### src/rtl/apb_mbox_slave_pkg.sv
// Shared definitions for the APB mailbox responder: register offsets,
// CTRL bit positions, STATUS layout and the APB FSM state type.
package apb_mbox_slave_pkg;

  localparam logic [1:0] MBOX_REG_DATA   = 2'd0;
  localparam logic [1:0] MBOX_REG_STATUS = 2'd1;
  localparam logic [1:0] MBOX_REG_CTRL   = 2'd2;
  localparam logic [1:0] MBOX_REG_RSVD   = 2'd3;

  localparam int unsigned MBOX_CTRL_FLUSH  = 0;
  localparam int unsigned MBOX_CTRL_CLRFLG = 1;

  // STATUS flag positions, relative to the top of the count field
  localparam int unsigned MBOX_STAT_EMPTY = 0;
  localparam int unsigned MBOX_STAT_FULL  = 1;
  localparam int unsigned MBOX_STAT_OVF   = 2;
  localparam int unsigned MBOX_STAT_UDF   = 3;

  typedef enum logic {
    ST_IDLE,
    ST_ACCESS
  } apb_state_e;

  function automatic int unsigned mbox_cw(input int unsigned depth);
    return $clog2(depth) + 1;
  endfunction

endpackage

### src/rtl/apb_mbox_slave_fifo.sv
// Synchronous mailbox FIFO with flush; pushes while full and pops while
// empty are ignored here and flagged by the register block.
module mbox_fifo #(
  parameter int unsigned DATA_WIDTH = 16,
  parameter int unsigned DEPTH      = 8
) (
  input  logic                          clk,
  input  logic                          rst_n,
  input  logic                          push,
  input  logic                          pop,
  input  logic                          flush,
  input  logic [DATA_WIDTH-1:0]         din,
  output logic [DATA_WIDTH-1:0]         dout,
  output logic [$clog2(DEPTH):0]        count,
  output logic                          full,
  output logic                          empty
);

  localparam int unsigned AW = $clog2(DEPTH);
  localparam int unsigned CW = AW + 1;

  logic [DATA_WIDTH-1:0] mem [DEPTH];
  logic [AW-1:0]         wr_ptr;
  logic [AW-1:0]         rd_ptr;
  logic                  do_push;
  logic                  do_pop;

  assign full    = (count == CW'(DEPTH));
  assign empty   = (count == '0);
  assign do_push = push && !full && !flush;
  assign do_pop  = pop && !empty && !flush;
  assign dout    = mem[rd_ptr];

  always_ff @(posedge clk) begin
    if (do_push) mem[wr_ptr] <= din;
  end

  // Pointers are AW bits wide, so they wrap modulo DEPTH for free.
  always_ff @(posedge clk or negedge rst_n) begin
    if (!rst_n) begin
      wr_ptr <= '0;
      rd_ptr <= '0;
      count  <= '0;
    end else if (flush) begin
      wr_ptr <= '0;
      rd_ptr <= '0;
      count  <= '0;
    end else begin
      if (do_push) wr_ptr <= wr_ptr + AW'(1);
      if (do_pop)  rd_ptr <= rd_ptr + AW'(1);
      case ({do_push, do_pop})
        2'b10:   count <= count + CW'(1);
        2'b01:   count <= count - CW'(1);
        default: count <= count;
      endcase
    end
  end

endmodule

### src/rtl/apb_mbox_slave.sv
// APB responder exposing a mailbox FIFO (DATA push/pop), STATUS, CTRL,
// sticky overflow/underflow flags and fixed programmable wait states.
module apb_mbox_slave
  import apb_mbox_slave_pkg::*;
#(
  parameter int unsigned BUS_WIDTH   = 16,
  parameter int unsigned DATA_WIDTH  = 16,
  parameter int unsigned DEPTH       = 8,
  parameter int unsigned WAIT_STATES = 0
) (
  input  logic                  clk,
  input  logic                  reset,
  input  logic [BUS_WIDTH-1:0]  S_PADDR,
  input  logic                  S_PWRITE,
  input  logic                  S_PSELx,
  input  logic                  S_PENABLE,
  input  logic [DATA_WIDTH-1:0] S_PWDATA,
  output logic [DATA_WIDTH-1:0] S_PRDATA,
  output logic                  S_PREADY,
  output logic                  mbox_nempty
);

  localparam int unsigned CW = mbox_cw(DEPTH);
  localparam logic [3:0]  WS = 4'(WAIT_STATES);

  apb_state_e            state;
  logic [3:0]            wcnt;
  logic                  ovf;
  logic                  udf;
  logic [1:0]            reg_sel;
  logic                  push;
  logic                  pop;
  logic                  flush;
  logic                  clr;
  logic                  nempty_next;
  logic [DATA_WIDTH-1:0] fifo_dout;
  logic [CW-1:0]         count;
  logic                  full;
  logic                  empty;
  logic [DATA_WIDTH-1:0] status;
  logic [DATA_WIDTH-1:0] rdata;
  logic                  unused_addr;

  assign reg_sel     = S_PADDR[1:0];
  assign unused_addr = ^S_PADDR[BUS_WIDTH-1:2];

  assign S_PREADY = (state == ST_ACCESS) && S_PSELx && S_PENABLE && (wcnt == '0);

  // Side effects fire only on the committing edge of a transfer.
  always_comb begin
    push  = 1'b0;
    pop   = 1'b0;
    flush = 1'b0;
    clr   = 1'b0;
    if (S_PREADY) begin
      case (reg_sel)
        MBOX_REG_DATA: begin
          push = S_PWRITE;
          pop  = !S_PWRITE;
        end
        MBOX_REG_CTRL: begin
          flush = S_PWRITE && S_PWDATA[MBOX_CTRL_FLUSH];
          clr   = S_PWRITE && S_PWDATA[MBOX_CTRL_CLRFLG];
        end
        default: ;
      endcase
    end
  end

  always_comb begin
    if (flush)                nempty_next = 1'b0;
    else if (push && !full)   nempty_next = 1'b1;
    else if (pop && !empty)   nempty_next = (count != CW'(1));
    else                      nempty_next = !empty;
  end

  always_comb begin
    status                        = '0;
    status[CW-1:0]                = count;
    status[CW + MBOX_STAT_EMPTY]  = empty;
    status[CW + MBOX_STAT_FULL]   = full;
    status[CW + MBOX_STAT_OVF]    = ovf;
    status[CW + MBOX_STAT_UDF]    = udf;
  end

  always_comb begin
    rdata = '0;
    case (reg_sel)
      MBOX_REG_DATA:   rdata = empty ? '0 : fifo_dout;
      MBOX_REG_STATUS: rdata = status;
      default:         rdata = '0;
    endcase
  end

  assign S_PRDATA = S_PREADY ? rdata : '0;

  always_ff @(posedge clk or negedge reset) begin
    if (!reset) begin
      state       <= ST_IDLE;
      wcnt        <= '0;
      ovf         <= 1'b0;
      udf         <= 1'b0;
      mbox_nempty <= 1'b0;
    end else begin
      mbox_nempty <= nempty_next;
      if (clr) begin
        ovf <= 1'b0;
        udf <= 1'b0;
      end else begin
        if (push && full)  ovf <= 1'b1;
        if (pop && empty)  udf <= 1'b1;
      end
      case (state)
        ST_IDLE: begin
          if (S_PSELx && !S_PENABLE) begin
            state <= ST_ACCESS;
            wcnt  <= WS;
          end
        end
        ST_ACCESS: begin
          // Dropping PSELx mid-transfer aborts with no side effect.
          if (!S_PSELx) begin
            state <= ST_IDLE;
          end else if (S_PENABLE) begin
            if (wcnt == '0) state <= ST_IDLE;
            else            wcnt  <= wcnt - 4'd1;
          end
        end
        default: state <= ST_IDLE;
      endcase
    end
  end

  mbox_fifo #(
    .DATA_WIDTH (DATA_WIDTH),
    .DEPTH      (DEPTH)
  ) u_fifo (
    .clk   (clk),
    .rst_n (reset),
    .push  (push),
    .pop   (pop),
    .flush (flush),
    .din   (S_PWDATA),
    .dout  (fifo_dout),
    .count (count),
    .full  (full),
    .empty (empty)
  );

endmodule

### config.mk
export PLATFORM = sky130hd
export DESIGN_NAME = apb_mbox_slave
export DESIGN_NICKNAME = d
export VERILOG_FILES = /design/src/rtl/apb_mbox_slave_pkg.sv /design/src/rtl/apb_mbox_slave_fifo.sv /design/src/rtl/apb_mbox_slave.sv
export SDC_FILE = /design/constraint.sdc
export NUM_CORES = 1
export LEC_CHECK = 0
export CORE_MARGIN = 3
export CORE_UTILIZATION = 52
export DETAILED_ROUTE_END_ITERATION = 8
export PLACE_DENSITY_LB_ADDON = 0.3
export SLEW_MARGIN = 20
export SYNTH_ARGS = -nofsm -noshare
export SYNTH_HDL_FRONTEND = slang
export SYNTH_HIERARCHICAL = 1
export SYNTH_SLANG_ARGS = --single-unit
### constraint.sdc
create_clock -name clk -period 3.9 [get_ports clk]
set_input_delay 0.585 -clock clk [delete_from_list [all_inputs] [get_ports clk]]
set_output_delay 0.585 -clock clk [all_outputs]
set_load 0.03 [all_outputs]
==> impl_metrics.toml <==
[power]
p_sw_mw = 0.735
powerDensity_nw_per_um2 = 481
intPower_mw = 2.90
combPwrFrac = 0.061
irDropWorstVdd_mv = 0.429
p_clk_frac = 0.451
p_sw_frac = 0.202
power_leakage_nw = 2.59
sequentialPowerShare = 0.488

[synthesis]
syn_area_per_cell_um2 = 17.8
seq_area_frac_synth = 0.691
ys_seq_elements = 146
yosys-top-cells-area = "edfxtp_1 62%, mux4_2 12%, dfrtp_1 7.2%"
yosys_warnings = 6
syn-num-nets = 392
synth_top_area_frac = 0.618
yosys.area.top_type = "edfxtp_1"
synth-main-ff-cell = "edfxtp_1"
synth_area_um2 = 6220
synth-edff-count = 128
synth_cells = 349
synthArstFlopShare = 0.123
yosysUniqueCellTypes = 53

[timing]
fin_worst_skew_ps = 8.14
rsz0062_at_grt = "false"
setup_viol = 0
clock.fmax_ghz = 0.281
fin_setup_tns_ps = 0
holdWs_ps = 522
slew_headroom = 0.410
hold_viol = 0
worst_pin_slew_ps = 883
finalMaxSlewViolations = 0
finalCriticalPeriod_ps = 3560
post-route-period-util = 0.914

[route]
route.met2.wl_mm = 6.19
final_antenna_net_count = 0
top_layer = "met4"
vias = 3373
drt_iter0_drc = 193
met3_length_um = 504
m1WireLength_mm = 5.29
drc = 0
drtPass1Iterations = 4
routed_wl_mm = 12.2
detail_route.vias_per_cell = 5.90
drt-wirelength-per-cell_um = 21.3

[cts]
numCtsBuffers = 17
clock-sinks = 146
tritoncts = "yes"
clk_pin_slew_worst_paths_ps = 60
cts_buffer_depth = 2
cts_resized = 0
cts.root.buffer_cell = "clkbuf_16"
clk_latency_ps = 410
cts_max_level = 4
hold_buffers = 0
post_cts_buffers = 0

[floorplan]
placementRows = 39
die_h_um = 115
core-area_um2 = 11600
die_w_um = 115
dieArea_um2 = 13300
ios = 55
start_util = 0.538

[finish]
nFillCells = 784
final_common_cell = "edfxtp_1"
synthToLayoutAreaGrowth_pct = 21.5
nets = 461
antenna_cells = 0
final_layout_size_suffix_gt1_frac = 0.270
final_cell_mix = "128 x edfxtp_1, 40 x clkdlybuf4s50_1, 32 x mux4_2"
fin_area_um2 = 7550

[worst_setup_path]
cp-start-kind = "flop"
worst_ep_arrival_time_ps = 2980
cp.required_ps = 3310
crit_fanout = 19
cp-end-kind = "output pin"
reg2reg_depth = 14
crit_slowest_cell = "dfrtp_2"
slowest_delay_ps = 650
crit_path_cell_trace = "buf_12, mux4_2, mux2_2, a22oi_1, nor2_1, clkdlybuf4s50_1"
r2r_setup_slack_ps = 500
crit_type = "flop to output pin"

[place]
routabilityCongestion = 0.848
dp_hpwl_mm = 7.57
place_area_um2 = 6960
io_buffer_count = 40

[hold_path]
hold_depth = 1
hold_path.class = "flop to flop"

[run_status]
status = "finished, final reports clean"

[global_routing]
grt_usage = 0.201
overflow = 0
grt_pass1_vias = 3561
grt_max_degree = 20
antenna_found_initial = 0
grt_pass1_wl_mm = 19.4

[run]
maxCapViolCount = 0
[path summary, 6_finish.rpt]
kind,from,endpoint
setup / recovery,u_fifo/rd_ptr[0]$_DFFE_PN0P_,S_PRDATA[5]
hold / removal,wcnt[1]$_DFFE_PN0P_,wcnt[1]$_DFFE_PN0P_
setup reg to reg,wcnt[0]$_DFFE_PN0P_,u_fifo/count[3]$_DFFE_PN0P_
hold reg to reg,wcnt[1]$_DFFE_PN0P_,wcnt[1]$_DFFE_PN0P_
max in group asynchronous,reset,u_fifo/rd_ptr[0]$_DFFE_PN0P_
min in group asynchronous,reset,wcnt[3]$_DFFE_PN0P_
[routing by layer]
metal | track usage | up-vias
met5 | 0 | -
met4 | 0.0759 | 0
met3 | 0.0463 | 19
met2 | 0.322 | 110
met1 | 0.272 | 1723
li1 | - | 1521
[area by class of cell]
type                       instances  area, um2  share of cell area
multi-input combinational        178       1820               0.241
tap                              143        179              0.0237
clock buffer                      18        429              0.0568
clock inverter                    12        166              0.0220
inverter                           7       26.3             0.00348
timing repair buffer              68        636              0.0842
sequential                       146       4300               0.569
[through the flow]
| stage | setup slack [ps] | util | std cells | power, mW |
|---|---|---|---|---|
| 6_report | 336 | 0.653 | 572 | 3.64 |
| 4_1_cts | 272 | 0.653 | 572 | 3.66 |
| 3_3_place_gp | 189 | 0.602 | 542 | 2.01 |
| 5_1_grt | 94.1 | 0.653 | 572 | 3.76 |
| 3_5_place_dp | 133 | 0.602 | 542 | 2.03 |
| 2_1_floorplan | 133 | - | 349 | 1.94 |
[logic make-up (layout without fill, tap and decap cells)]
| kind of cell | Yosys count | in the layout | synth area share |
|---|---|---|---|
| mux | 53 | 53 | 0.153 |
| flops | 146 | 146 | 0.691 |
| compound gates | 33 | 33 | 0.0427 |
| buf+inv | 25 | 105 | 0.0181 |
| fa+ha+maj | 6 | 6 | 0.0133 |
| simple gates | 80 | 80 | 0.0739 |
| xor+xnor | 6 | 6 | 0.00845 |
[synthesized netlist by cell type, types with 4 or more instances]
cell type / instances
buf_2: 5
nor3_1: 4
mux4_2: 32
a22oi_1: 7
ha_1: 5
inv_1: 7
mux2_2: 16
mux2i_1: 5
dfrtp_1: 18
and2_1: 9
clkbuf_1: 8
nor2_1: 26
nor4_1: 4
a22o_1: 4
nand2_1: 11
a21oi_1: 6
edfxtp_1: 128
nand2b_1: 4
[state kept, by name (all words and copies together), names as in the netlist]
signal / cells
mbox_nempty: 1
ovf: 1
state: 1
u_fifo/count: 4
u_fifo/mem: 128
u_fifo/rd_ptr: 3
u_fifo/wr_ptr: 3
udf: 1
wcnt: 4
[power groups by stage]
stage | registers (mW) | clock network, mW | logic, mW
after floorplan | 1.79 | 0 | 0.152
after global placement | 1.80 | 0 | 0.209
after detailed placement | 1.80 | 0 | 0.223
after CTS | 1.77 | 1.66 | 0.225
after global routing | 1.78 | 1.73 | 0.249
final | 1.77 | 1.64 | 0.223
[worst max-delay path, delay by kind of cell, from the launching register on]
| kind | cells | cell delay (ps) |
|---|---|---|
| AND/OR/NAND/NOR | 1 | 80 |
| AO/OA/AOI/OAI | 1 | 160 |
| buffers and inverters | 2 | 850 |
| flip-flops | 1 | 650 |
| multiplexers | 2 | 810 |
(Power assumes the default switching activity.)
